[src/rtl/exu_bjp_flush_ctrl.sv]
`default_nettype none
// ============================================================================
// Module      : exu_bjp_flush_ctrl
// Description : Commit-stage branch flush controller. Checks each committing
//               branch/jump against its front-end prediction. On a mispredict
//               it raises one redirect-and-flush request toward fetch and
//               stalls commit until fetch accepts it. It also keeps
//               wrap-around counters of committed branches and mispredicts.
// Ports       : clk, rst (async, active-high)
//               cmt_i_*   : commit slot (valid/ready, bjp flags, pc, imm)
//               flush_o_* : redirect request (valid/ready, target pc)
//               perf_*    : committed-branch / mispredict counters
// Revision    : 1.0 - initial release
// ============================================================================
module exu_bjp_flush_ctrl #(
    parameter int PC_SIZE = 32,
    parameter int XLEN    = 32,
    parameter int CNT_W   = 32
) (
    input  logic               clk,
    input  logic               rst,
    input  logic               cmt_i_valid,
    output logic               cmt_i_ready,
    input  logic               cmt_i_bjp,
    input  logic               cmt_i_bjp_prdt,
    input  logic               cmt_i_bjp_rslv,
    input  logic [PC_SIZE-1:0] cmt_i_pc,
    input  logic [XLEN-1:0]    cmt_i_imm,
    output logic               flush_o_valid,
    input  logic               flush_o_ready,
    output logic [PC_SIZE-1:0] flush_o_pc,
    output logic [CNT_W-1:0]   perf_bjp_cnt,
    output logic [CNT_W-1:0]   perf_mis_cnt
);

    typedef enum logic [0:0] {
        S_IDLE  = 1'b0,
        S_FLUSH = 1'b1
    } state_t;

    state_t             r_state;
    logic [PC_SIZE-1:0] r_flush_pc;
    logic [CNT_W-1:0]   r_bjp_cnt;
    logic [CNT_W-1:0]   r_mis_cnt;

    logic               w_accept;
    logic               w_bjp;
    logic               w_mis;
    logic [PC_SIZE-1:0] w_target;

    // Handshake outputs come straight from the state register, so no input
    // can reach them combinationally.
    assign cmt_i_ready   = (r_state == S_IDLE);
    assign flush_o_valid = (r_state == S_FLUSH);
    assign flush_o_pc    = r_flush_pc;
    assign perf_bjp_cnt  = r_bjp_cnt;
    assign perf_mis_cnt  = r_mis_cnt;

    assign w_accept = cmt_i_valid & cmt_i_ready;
    // Gating by cmt_i_bjp keeps the prediction flags inert on non-branches.
    assign w_bjp    = w_accept & cmt_i_bjp;
    assign w_mis    = w_bjp & (cmt_i_bjp_prdt ^ cmt_i_bjp_rslv);

    // Sums are PC_SIZE wide, so the carry out falls off naturally.
    assign w_target = cmt_i_bjp_rslv ? (cmt_i_pc + cmt_i_imm[PC_SIZE-1:0])
                                     : (cmt_i_pc + PC_SIZE'(4));

    always_ff @(posedge clk or posedge rst) begin
        if (rst) begin
            r_state    <= S_IDLE;
            r_flush_pc <= '0;
            r_bjp_cnt  <= '0;
            r_mis_cnt  <= '0;
        end else begin
            case (r_state)
                S_IDLE: begin
                    if (w_mis) begin
                        r_state    <= S_FLUSH;
                        r_flush_pc <= w_target;
                    end
                end
                S_FLUSH: begin
                    if (flush_o_ready) begin
                        r_state <= S_IDLE;
                    end
                end
                default: r_state <= S_IDLE;
            endcase

            // Counters wrap freely at all-ones.
            if (w_bjp) begin
                r_bjp_cnt <= r_bjp_cnt + 1'b1;
            end
            if (w_mis) begin
                r_mis_cnt <= r_mis_cnt + 1'b1;
            end
        end
    end

endmodule
`default_nettype wire

[config.mk]
export PLATFORM = sky130hd
export DESIGN_NAME = exu_bjp_flush_ctrl
export DESIGN_NICKNAME = d
export VERILOG_FILES = /design/src/rtl/exu_bjp_flush_ctrl.sv
export SDC_FILE = /design/constraint.sdc
export NUM_CORES = 1
export LEC_CHECK = 0
export CORE_ASPECT_RATIO = 0.5
export CORE_MARGIN = 2
export CORE_UTILIZATION = 35
export DETAILED_ROUTE_END_ITERATION = 10
export GPL_TIMING_DRIVEN = 0
export PLACE_DENSITY = 0.63
export SYNTH_ARGS = -nofsm -noshare
export SYNTH_HDL_FRONTEND = slang
export SYNTH_SLANG_ARGS = --single-unit
[constraint.sdc]
create_clock -name clk -period 5.9 [get_ports clk]
set_clock_uncertainty 0.15 [all_clocks]
set_input_delay 1.18 -clock clk [delete_from_list [all_inputs] [get_ports clk]]
set_output_delay 1.18 -clock clk [all_outputs]
set_load 0.01 [all_outputs]
# After elaboration in Yosys (flattened, before gate mapping)
# Index checks and enable logic that the tools add are counted.
# totals
register_bits,97
input_bits,71
out_inout_bits,98
wordCells,18
# classes
n_bitwise,5
add_sub_neg,4
n_reduce_logical,1
muxes,4
# ops
cell,count
32-bit by 1-bit adder with 32-bit output (second input constant),2
32-bit by 3-bit adder with 32-bit output (second input constant),1
32-bit adder,1
32-bit two-way mux,1
1-bit AND,3
1-bit two-way mux,2
1-bit case mux with 2 select lines,1
2-bit AND reduction,1
1-bit inverter,1
1-bit bitwise XOR,1

# Longest topological paths before layout
# Gate-level depths: netlist (run 1).
# logic_depth
ltp_word,6
mapped_depth,10
ltp_nobuf,10

# Worst setup path after synthesis (run 1)
# No wires, ideal clock.
# synth_timing
path_kind,input-to-reg
start,in cmt_i_pc[0]
end,"reg r_flush_pc[26], in the netlist flush_o_pc[26]"
arrival_ns,3.381
setup_slack_ns,2.232
path_stages,10
required_time_ns,5.613
setup_time_ns,0.137
path_buffers,0
path_cell_list,ha_1 fa_1 a211oi_1 o21bai_1 a311o_1 o211ai_1 nand3_1 a31oi_1 xnor2_1 a21oi_1
# synth_between
elab_chain_cells,2
word_cells_on_any_way,3
classes_between,add/sub: 2; mux: 1
# synth_lines
item,line,source
from (decl),27,"input logic [PC_SIZE-1:0] cmt_i_pc,"
32-bit by 3-bit adder with 32-bit output / 32-bit adder (equally long branches),"66, 65",
32-bit two-way mux *,65,assign w_target = cmt_i_bjp_rslv ? (cmt_i_pc + cmt_i_imm[PC_SIZE-1:0])
to (signal assigned),79,r_flush_pc <= w_target;
to (decl),42,logic [PC_SIZE-1:0] r_flush_pc;
# Mark *: on every way between the ends. The rest lies on a longest branch, timed or not.
# A chain may end at the register's enable or synchronous reset.

# Worst setup path after layout (run 1)
# layout_timing
start,in cmt_i_pc[0]
end,"reg r_flush_pc[30], in the netlist flush_o_pc[30]"
# Same word-level chain as after synthesis.

==> flow_summary.toml, run 1 <==
[outcome]
status = "finished, final reports clean"

[placement]
portBuffers = 168
dp_hpwl_um = 15000
place_inst = 1134
pre_cts_ws_ns = 1.34
globalplace.congestion = 0.974

[clock_network]
cts_tree = "built"
ctsHoldBuffers = 0
clockBufferDepth = 2
cts.sinks = 97
path_clk_slew_ns = 0.07
cts-root-buf = "clkbuf_16"
clk_latency_ns = 0.34
ctsResizeCount = 0
numCtsBuffers = 9
postCtsSetupRepairBufs = 0
htreeDepth = 3

[yosys]
synth_edf_count = 0
ys_ff_latch = 97
synthFlopType = "dfrtp_1"
synth_most_common_cell = "nand2_1"
synthXorXnorAreaFrac = 0.155
ys_warn_count = 0
netlist_area_sq_mm = 0.00639
avgSynthCellArea_sq_um = 8.74
post-synth-top-area-cell = "dfrtp_1"
synthAdderAreaFrac = 0.0697
syn_nets = 837
synth_top_area_frac = 0.380
seq_area_frac_synth = 0.380
yosys-top-cells-count = "99 x nand2_1, 97 x dfrtp_1, 72 x xnor2_1"
netlist_instances = 731
synth-compound-area-share = 0.152
synth_cell_types = 56
ys_top_cells_by_area = "dfrtp_1 38%, xnor2_1 9.9%, ha_1 6.7%, nand2_1 5.8%, xor2_1 5.6%"
async_flop_share = 1.00
synth_top_family_by_area = "simple AND/OR/NAND/NOR gates"
synthSimpleGateAreaFrac = 0.207
synthMuxAreaShare = 0.0127

[finish]
area_growth_pct = 36.4
nets = 1017
instances_no_fill = 1150
num_antenna_cells = 0
multi_input_area_sq_mm = 0.00381
fillers = 1674
seqCellArea_sq_mm = 0.00243
layout-drive-gt1-share = 0.0306

[worst_setup_path]
crit_fanout = 4
start_kind = "primary input"
crit_type = "primary input to flip-flop"
endpoint_kind = "flip-flop"
cp_data_arrival_time_ns = 4.37
cpPeakStageDelay_ns = 0.46
cp_slowest_cell = "a31oi_1"
crit_chain = "clkdlybuf4s50_1 > ha_1 > fa_1 > a211oi_1 > o21bai_1 > a311o_1 > o211ai_1 > nand3_1 > a31oi_1 > a21oi_1 > o311a_1"
cp.required_ns = 5.97

[power]
p_sw_w = 0.000699
clock_power_share = 0.286
seq_power_share = 0.388
p_int_w = 0.00148
power_density_mw_per_mm2 = 250
p_leak_nw = 3.64
combPwrFrac = 0.326
ir_worst_vdd_mv = 0.142
switching_share = 0.321

[global_route]
antenna_found_initial = 0
overflow = 0
grt_pass1_wl_um = 29900
grt_pass1_vias = 5658
grt_usage = 0.193
grt_max_degree = 52

[route]
drc = 0
via_count = 6006
antenna_left = 0
wl_um = 18800
wl_per_cell_um = 16.4
viasPerCell = 5.22
drt-initial-drc-count = 441
drtPass1Iterations = 5

[run]
maxCapViolCount = 0

[timing]
max-slew-margin-rel = 0.371
setup_viol = 0
drv_slew = 0
tns_ns = 0
rsz0062_at_grt = "false"
report.final.hold_viol_count = 0
period_share = 0.730
clock.fmax_mhz = 232
period_minus_slack_ns = 4.30
worst_pin_slew_ns = 0.940
layout_setup_ws_ns = 1.60

[floorplan]
fp.dieW_um = 195
dieArea_sq_mm = 0.0194
fp-row-count = 34
die_h_um = 99.5
initial_core_util = 0.363
core_sq_mm = 0.0176
ios = 169

[worst_hold_path]
hp-class = "flip-flop to flip-flop"
## worst max-delay path: cells and delay by family
| family | cells | cell delay (ns) |
|---|---|---|
| adders and majority gates | 2 | 0.67 |
| and+or+nand+nor | 1 | 0.19 |
| AOI/OAI and AO/OA | 7 | 1.91 |
| buffers and inverters | 1 | 0.42 |
## cell families (layout without fill, tap and decap cells)
logic type                 count (synthesis)  after routing
buffers and inverters                     37            222
AOI/OAI and AO/OA                        162            162
adders and majority gates                 35             35
DFF                                       97             97
muxes                                      8              8
and+or+nand+nor                          279            279
xor gates and xnor gates                 113            113
## final timing paths
| path | end | cells after the start | from | slack [ns] |
|---|---|---|---|---|
| min in group asynchronous | perf_bjp_cnt[12] | 2 | rst | 1.12 |
| setup reg to reg | perf_mis_cnt[28] | 9 | flush_o_valid | 2.95 |
| max in group asynchronous | perf_mis_cnt[12] | 3 | rst | 3.80 |
| hold reg to reg | flush_o_pc[9] | 2 | flush_o_pc[9] | 0.33 |
| setup / recovery | flush_o_pc[30] | 11 | cmt_i_pc[0] | 1.60 |
| hold / removal | flush_o_pc[9] | 2 | flush_o_pc[9] | 0.33 |
## power groups by stage
stage                     combinational [W]  clock (W)  sequential (W)
after global placement             0.000703          0        0.000854
after CTS                          0.000713   0.000637        0.000846
after detailed placement           0.000711          0        0.000859
after global routing               0.000769   0.000665        0.000859
final                              0.000710   0.000623        0.000844
after floorplan                    0.000300          0        0.000893
## through the flow
step | area (sq um) | hold slack [ns] | total power [W] | util
2_1_floorplan | 6390 | 0.354 | 0.00119 | -
3_3_place_gp | 8360 | 0.307 | 0.00156 | 0.475
3_5_place_dp | 8390 | 0.317 | 0.00157 | 0.477
4_1_cts | 8710 | 0.335 | 0.00220 | 0.495
5_1_grt | 8710 | 0.349 | 0.00229 | 0.495
6_report | 8710 | 0.327 | 0.00218 | 0.495
## final cells by class
class                      instances  area share
buffer                            24      0.0116
clock buffer                      10      0.0274
clock inverter                     6     0.00919
inverter                          13     0.00589
multi-input combinational        597       0.438
sequential                        97       0.279
tap                              234      0.0336
timing repair buffer             169       0.196
## per-layer routing
| metal | up-vias | wire length (um) | track usage |
|---|---|---|---|
| li1 | 2949 | - | - |
| met1 | 2870 | 9280 | 0.278 |
| met2 | 174 | 8560 | 0.313 |
| met3 | 13 | 841 | 0.0258 |
| met4 | 0 | 164 | 0.0382 |
| met5 | - | 0 | 0 |
## layout by cell type, fill, tap and decap left out, types with 5 or more instances in the layout
| cell type | instances |
|---|---|
| a211oi_1 | 6 |
| a21o_1 | 14 |
| a21oi_1 | 53 |
| a22oi_1 | 8 |
| and3_1 | 15 |
| clkbuf_1 | 20 |
| clkbuf_16 | 9 |
| clkdlybuf4s50_1 | 168 |
| dfrtp_1 | 97 |
| ha_1 | 34 |
| inv_1 | 12 |
| mux2i_1 | 7 |
| nand2_1 | 99 |
| nand3_1 | 28 |
| nand4_1 | 29 |
| nor2_1 | 67 |
| nor3_1 | 10 |
| o211ai_1 | 5 |
| o21ai_0 | 47 |
| o21bai_1 | 7 |
| o22ai_1 | 7 |
| xnor2_1 | 72 |
| xor2_1 | 41 |
## sequential cells by signal (all words and copies together), names as in the netlist
| name | count |
|---|---|
| flush_o_pc | 32 |
| perf_bjp_cnt | 32 |
| perf_mis_cnt | 32 |
| flush_o_valid | 1 |
Note: power is estimated with default switching activity, not from simulation.
==> inputs of run 2 (changes only) <==
Settings changed: PLACE_DENSITY 0.63 to 0.65.
Clock period 5.9 ns to 3.6 ns, I/O delays scaled along.
==> run 2 against run 1 <==
Global-route usage increased by 0.43 points. Cell count stayed put. Combinational power grew 65%. First-iteration DRC count decreased by 2.3%. Flip-flop and latch count is the same. Worst setup slack got worse by 1.5 ns. Largest power group unchanged.
==> flow_summary.toml, run 2 (same netlist as run 1, synthesis figures left out) <==
[global_route]
grt_pass1_wl_um = 30900
overflow = 0
grt_usage = 0.198
antenna_found_initial = 0
grt_max_degree = 52
grt_pass1_vias = 5865

[worst_hold_path]
hp-class = "flip-flop to flip-flop"
hp-start = "perf_bjp_cnt[31]"
whs_path_depth = 1
holdPathEnd = "perf_bjp_cnt[31]"

[route]
via_count = 6021
drtPass1Iterations = 5
antenna_left = 0
drc = 0
wl_um = 19200
wl_per_cell_um = 16.7
viasPerCell = 5.24
drt-initial-drc-count = 431

[floorplan]
fp.dieW_um = 195
die_h_um = 99.5
dieArea_sq_mm = 0.0194
ios = 169
core_sq_mm = 0.0176
fp-row-count = 34
initial_core_util = 0.363

[worst_setup_path]
r2r_end = "perf_mis_cnt[28]"
endpoint_kind = "flip-flop"
worstReg2RegStart = "flush_o_valid"
reg2reg_setup_slack_ns = 0.76
start_kind = "primary input"
cp.required_ns = 3.65
cp_data_arrival_time_ns = 3.55
r2r_cells = 9
crit_fanout = 4
crit_type = "primary input to flip-flop"

[finish]
area_growth_pct = 37.0
num_antenna_cells = 0
nets = 1017
layout-drive-gt1-share = 0.0415
seqCellArea_sq_mm = 0.00243
final_common_cell = "clkdlybuf4s50_1"
design_area_sq_mm = 0.00875
fillers = 1710
multi_input_area_sq_mm = 0.00387
fin_util = 0.497
instances_no_fill = 1150
final_cell_mix = "168 x clkdlybuf4s50_1, 99 x nand2_1, 97 x dfrtp_1"

[placement]
dp_hpwl_um = 15100
place_inst = 1134
globalplace.congestion = 0.877
placed_area_sq_mm = 0.00839
portBuffers = 168

[clock_network]
ctsHoldBuffers = 0
htreeDepth = 3
cts_tree = "built"
numCtsBuffers = 9
clk_latency_ns = 0.34
clockBufferDepth = 2
postCtsSetupRepairBufs = 0
cts-root-buf = "clkbuf_16"
path_clk_slew_ns = 0.07
cts.sinks = 97

[timing]
setup_viol = 0
tns_ns = 0
max-slew-margin-rel = 0.403
report.final.hold_viol_count = 0
worst_pin_slew_ns = 0.892
period_minus_slack_ns = 3.50
drv_slew = 0
period_share = 0.972
fin_hold_ws_ns = 0.321
clock.fmax_mhz = 286

[outcome]
status = "finished, final reports clean"

[power]
p_leak_nw = 3.65
power_density_mw_per_mm2 = 403
ir_worst_vdd_mv = 0.235

[run]
maxCapViolCount = 0
## run 2: cell count changes in the layout (fill, tap and decap cells not counted), moves of 2 or more
cell and change:
o21ai_1 +2, a211oi_1 -2, clkinv_4 +3, o21ai_0 -2, a211oi_2 +2, inv_6 -2
## run 2: critical path, cell delays in order
cell             delay (ns)
clkdlybuf4s50_1        0.43
ha_1                   0.25
fa_2                   0.39
a211oi_2               0.29
o21bai_2               0.15
a311o_1                0.40
o211ai_1               0.24
nand3_2                0.18
a31oi_4                0.24
xnor2_1                0.16
a21oi_1                0.10
## run 2: timing repair
action,4_1_cts,5_1_grt
resized for setup,4,9
pin swaps,0,3
endpoints found under the setup margin,4,12
## run 2: worst max path at each step
| stage | startpoint | to | slack (ns) |
|---|---|---|---|
| 4_1_cts | cmt_i_pc[0] | flush_o_pc[26] | 0.004 |
| 3_3_place_gp | rst | flush_o_pc[17] | -1.44 |
| 5_1_grt | cmt_i_pc[8] | flush_o_pc[19] | -0.003 |
| 2_1_floorplan | rst | flush_o_pc[0] | 0.20 |
| 6_report | cmt_i_pc[0] | flush_o_pc[26] | 0.1 |
| 3_5_place_dp | cmt_i_pc[0] | flush_o_pc[26] | -0.58 |
## run 2: cell type report
type | instances | area share
Buffer | 24 | 0.0116
Clock buffer | 10 | 0.0273
Clock inverter | 6 | 0.00715
Inverter | 13 | 0.00586
Multi-Input combinational cell | 597 | 0.442
Sequential cell | 97 | 0.277
Tap cell | 234 | 0.0335
Timing Repair Buffer | 169 | 0.195
## run 2: metal layers
metal | global-route usage | wire [um] | part of all wire | vias up
met1 | 0.278 | 9290 | 0.48 | 2910
met3 | 0.0268 | 875 | 0.046 | 16
met5 | 0 | 0 | 0 | -
met4 | 0.0482 | 198 | 0.010 | 0
li1 | - | - | - | 2946
met2 | 0.323 | 8830 | 0.46 | 149
## run 2: through the flow
step | worst slack (ns) | power [W]
final | 0.0992 | 0.00353
after global routing | -0.00276 | 0.00371
after CTS | 0.00368 | 0.00356
after detailed placement | -0.576 | 0.00258
after global placement | -1.44 | 0.00256
after floorplan | 0.196 | 0.00196
## run 2: report_power, final
| group | internal, W | switching, W | total, W |
|---|---|---|---|
| Combinational | 0.000604 | 0.000571 | 0.00117 |
| Sequential | 0.00125 | 0.000139 | 0.00139 |
| Clock | 0.000505 | 0.000460 | 0.000965 |
| Total | 0.00236 | 0.00117 | 0.00353 |
==> inputs of run 3 (changes only) <==
Settings changed: CTS_CLUSTER_DIAMETER set to 40, MAX_ROUTING_LAYER set to met4.
==> run 3 against run 2 <==
Total power fell by 0.17%. First-iteration DRC count grew 7.9%. Count of clock-buffer cells in the layout is the same. Via count is 0.48% higher. Global-route usage is 0.60 points higher. Non-clock buffer count did not move. Cell count unchanged. Sequential power hardly changed. Register-to-register slack better by 0.05 ns. Wire length shrank 0.57%. Maximum frequency is 0.51% higher. Sequential share of layout area is essentially flat. Critical path type unchanged.
==> flow_summary.toml, run 3 (same netlist as run 1, synthesis figures left out) <==
[outcome]
status = "finished, final reports clean"

[clock_network]
cts.sinks = 97
clockBufferDepth = 2
path_clk_slew_ns = 0.07
cts-root-buf = "clkbuf_16"
htreeDepth = 3
numCtsBuffers = 9
cts_tree = "built"
ctsHoldBuffers = 0
clk_latency_ns = 0.35

[worst_hold_path]
hp-class = "flip-flop to flip-flop"
whs_path_depth = 1
holdPathEnd = "perf_bjp_cnt[31]"
hp-start = "perf_bjp_cnt[31]"

[global_route]
grt_usage = 0.204
grt_max_degree = 52
use_met3 = 0.0244
antenna_found_initial = 0
grt_pass1_wl_um = 31000
use_met1 = 0.281
grt_pass1_vias = 5864
grt_busiest_layer = "met2"
overflow = 0
grtUsageMet2 = 0.321

[worst_setup_path]
cp_slowest_cell = "clkdlybuf4s50_1"
crit_top_cell = "o21ai_0"
cp_data_arrival_time_ns = 3.53
r2r_end = "perf_bjp_cnt[31]"
cpPeakStageDelay_ns = 0.51
cp.required_ns = 3.65
worstReg2RegStart = "flush_o_valid"
reg2reg_setup_slack_ns = 0.81
crit_type = "primary input to flip-flop"
r2r_cells = 9
start_kind = "primary input"
endpoint_kind = "flip-flop"
crit_fanout = 5
crit_chain = "clkdlybuf4s50_1 > ha_1 > a21oi_1 > o21ai_0 > o31ai_1 > a211oi_2 > o21ai_0 > xor2_1 > o21ai_0"

[power]
clock_power_share = 0.272
p_int_w = 0.00236
power_density_mw_per_mm2 = 403
p_leak_nw = 3.65
combPwrFrac = 0.334
seq_power_share = 0.394
p_sw_w = 0.00116
ir_worst_vdd_mv = 0.209
switching_share = 0.330

[floorplan]
fp-row-count = 34
initial_core_util = 0.363
core_sq_mm = 0.0176
die_h_um = 99.5
fp.dieW_um = 195
dieArea_sq_mm = 0.0194
ios = 169

[finish]
area_growth_pct = 37.0
seqCellArea_sq_mm = 0.00243
fillers = 1690
final_common_cell = "clkdlybuf4s50_1"
num_antenna_cells = 0
nets = 1017
design_area_sq_mm = 0.00875
multi_input_area_sq_mm = 0.00387
final_cell_mix = "168 x clkdlybuf4s50_1, 99 x nand2_1, 97 x dfrtp_1"
layout-drive-gt1-share = 0.0404

[route]
drt-initial-drc-count = 465
viasPerCell = 5.26
wl_um = 19100
drtPass1Iterations = 5
drc = 0
antenna_left = 0
via_count = 6050
wl_per_cell_um = 16.6

[placement]
dp_hpwl_um = 15100
placed_area_sq_mm = 0.00839
globalplace.congestion = 0.919
portBuffers = 168

[timing]
rsz0062_at_grt = "false"
fin_hold_ws_ns = 0.322
period_minus_slack_ns = 3.48
clock.fmax_mhz = 287
max-slew-margin-rel = 0.362
drv_slew = 0
setup_viol = 0
worst_pin_slew_ns = 0.953
period_share = 0.967
report.final.hold_viol_count = 0

[run]
maxCapViolCount = 0
run 3: worst max path at each step:
stage	startpoint	endpoint	slack, ns	cells after the start
finish	cmt_i_pc[6]	flush_o_pc[29]	0.12	9
global route	cmt_i_pc[0]	flush_o_pc[20]	0.007	10
detailed placement	cmt_i_pc[0]	flush_o_pc[26]	-0.55	11
CTS	cmt_i_pc[4]	flush_o_pc[25]	0.02	9
floorplan	rst	flush_o_pc[0]	0.20	1
global placement	rst	flush_o_pc[18]	-1.44	2
run 3: repair_timing:
item,4_1_cts,5_1_grt
buffers inserted,0,0
resized for setup,4,7
pin swaps,0,2
setup endpoints to repair,3,12
run 3: area by class of cell:
type / count / area share
Buffer: 24 / 0.0116
Clock buffer: 10 / 0.0273
Multi-Input combinational cell: 597 / 0.442
Timing Repair Buffer: 169 / 0.195
Inverter: 13 / 0.00586
Clock inverter: 6 / 0.00686
Tap cell: 234 / 0.0334
Sequential cell: 97 / 0.277
run 3: power by group through the flow:
stage / Sequential (W) / Combinational, W / Clock, W
6_report: 0.00139 / 0.00118 / 0.000958
5_1_grt: 0.00141 / 0.00128 / 0.00102
4_1_cts: 0.00139 / 0.00118 / 0.000986
3_5_place_dp: 0.00141 / 0.00117 / 0
3_3_place_gp: 0.00140 / 0.00115 / 0
2_1_floorplan: 0.00146 / 0.000492 / 0
run 3: critical path, delay by kind of cell:
kind            cells  cell delay, ns
compound gates      6            1.72
buf+inv             1            0.51
fa+ha+maj           1            0.40
xor+xnor            1            0.18
run 3: metrics by stage:
stage | setup TNS, ns | worst slack [ns] | util | total power (W) | instances
5_1_grt | 0 | 0.00722 | 0.497 | 0.00372 | 1150
6_report | 0 | 0.117 | 0.497 | 0.00352 | 1150
3_3_place_gp | -142.20 | -1.44 | 0.475 | 0.00256 | 1133
4_1_cts | 0 | 0.0206 | 0.495 | 0.00355 | 1150
3_5_place_dp | -4.33 | -0.547 | 0.477 | 0.00258 | 1134
2_1_floorplan | 0 | 0.196 | - | 0.00196 | 731
run 3: layer usage:
layer	wire, um	part of all wire
met5	0	0
met4	246	0.013
met2	8700	0.46
met3	795	0.042
met1	9350	0.49
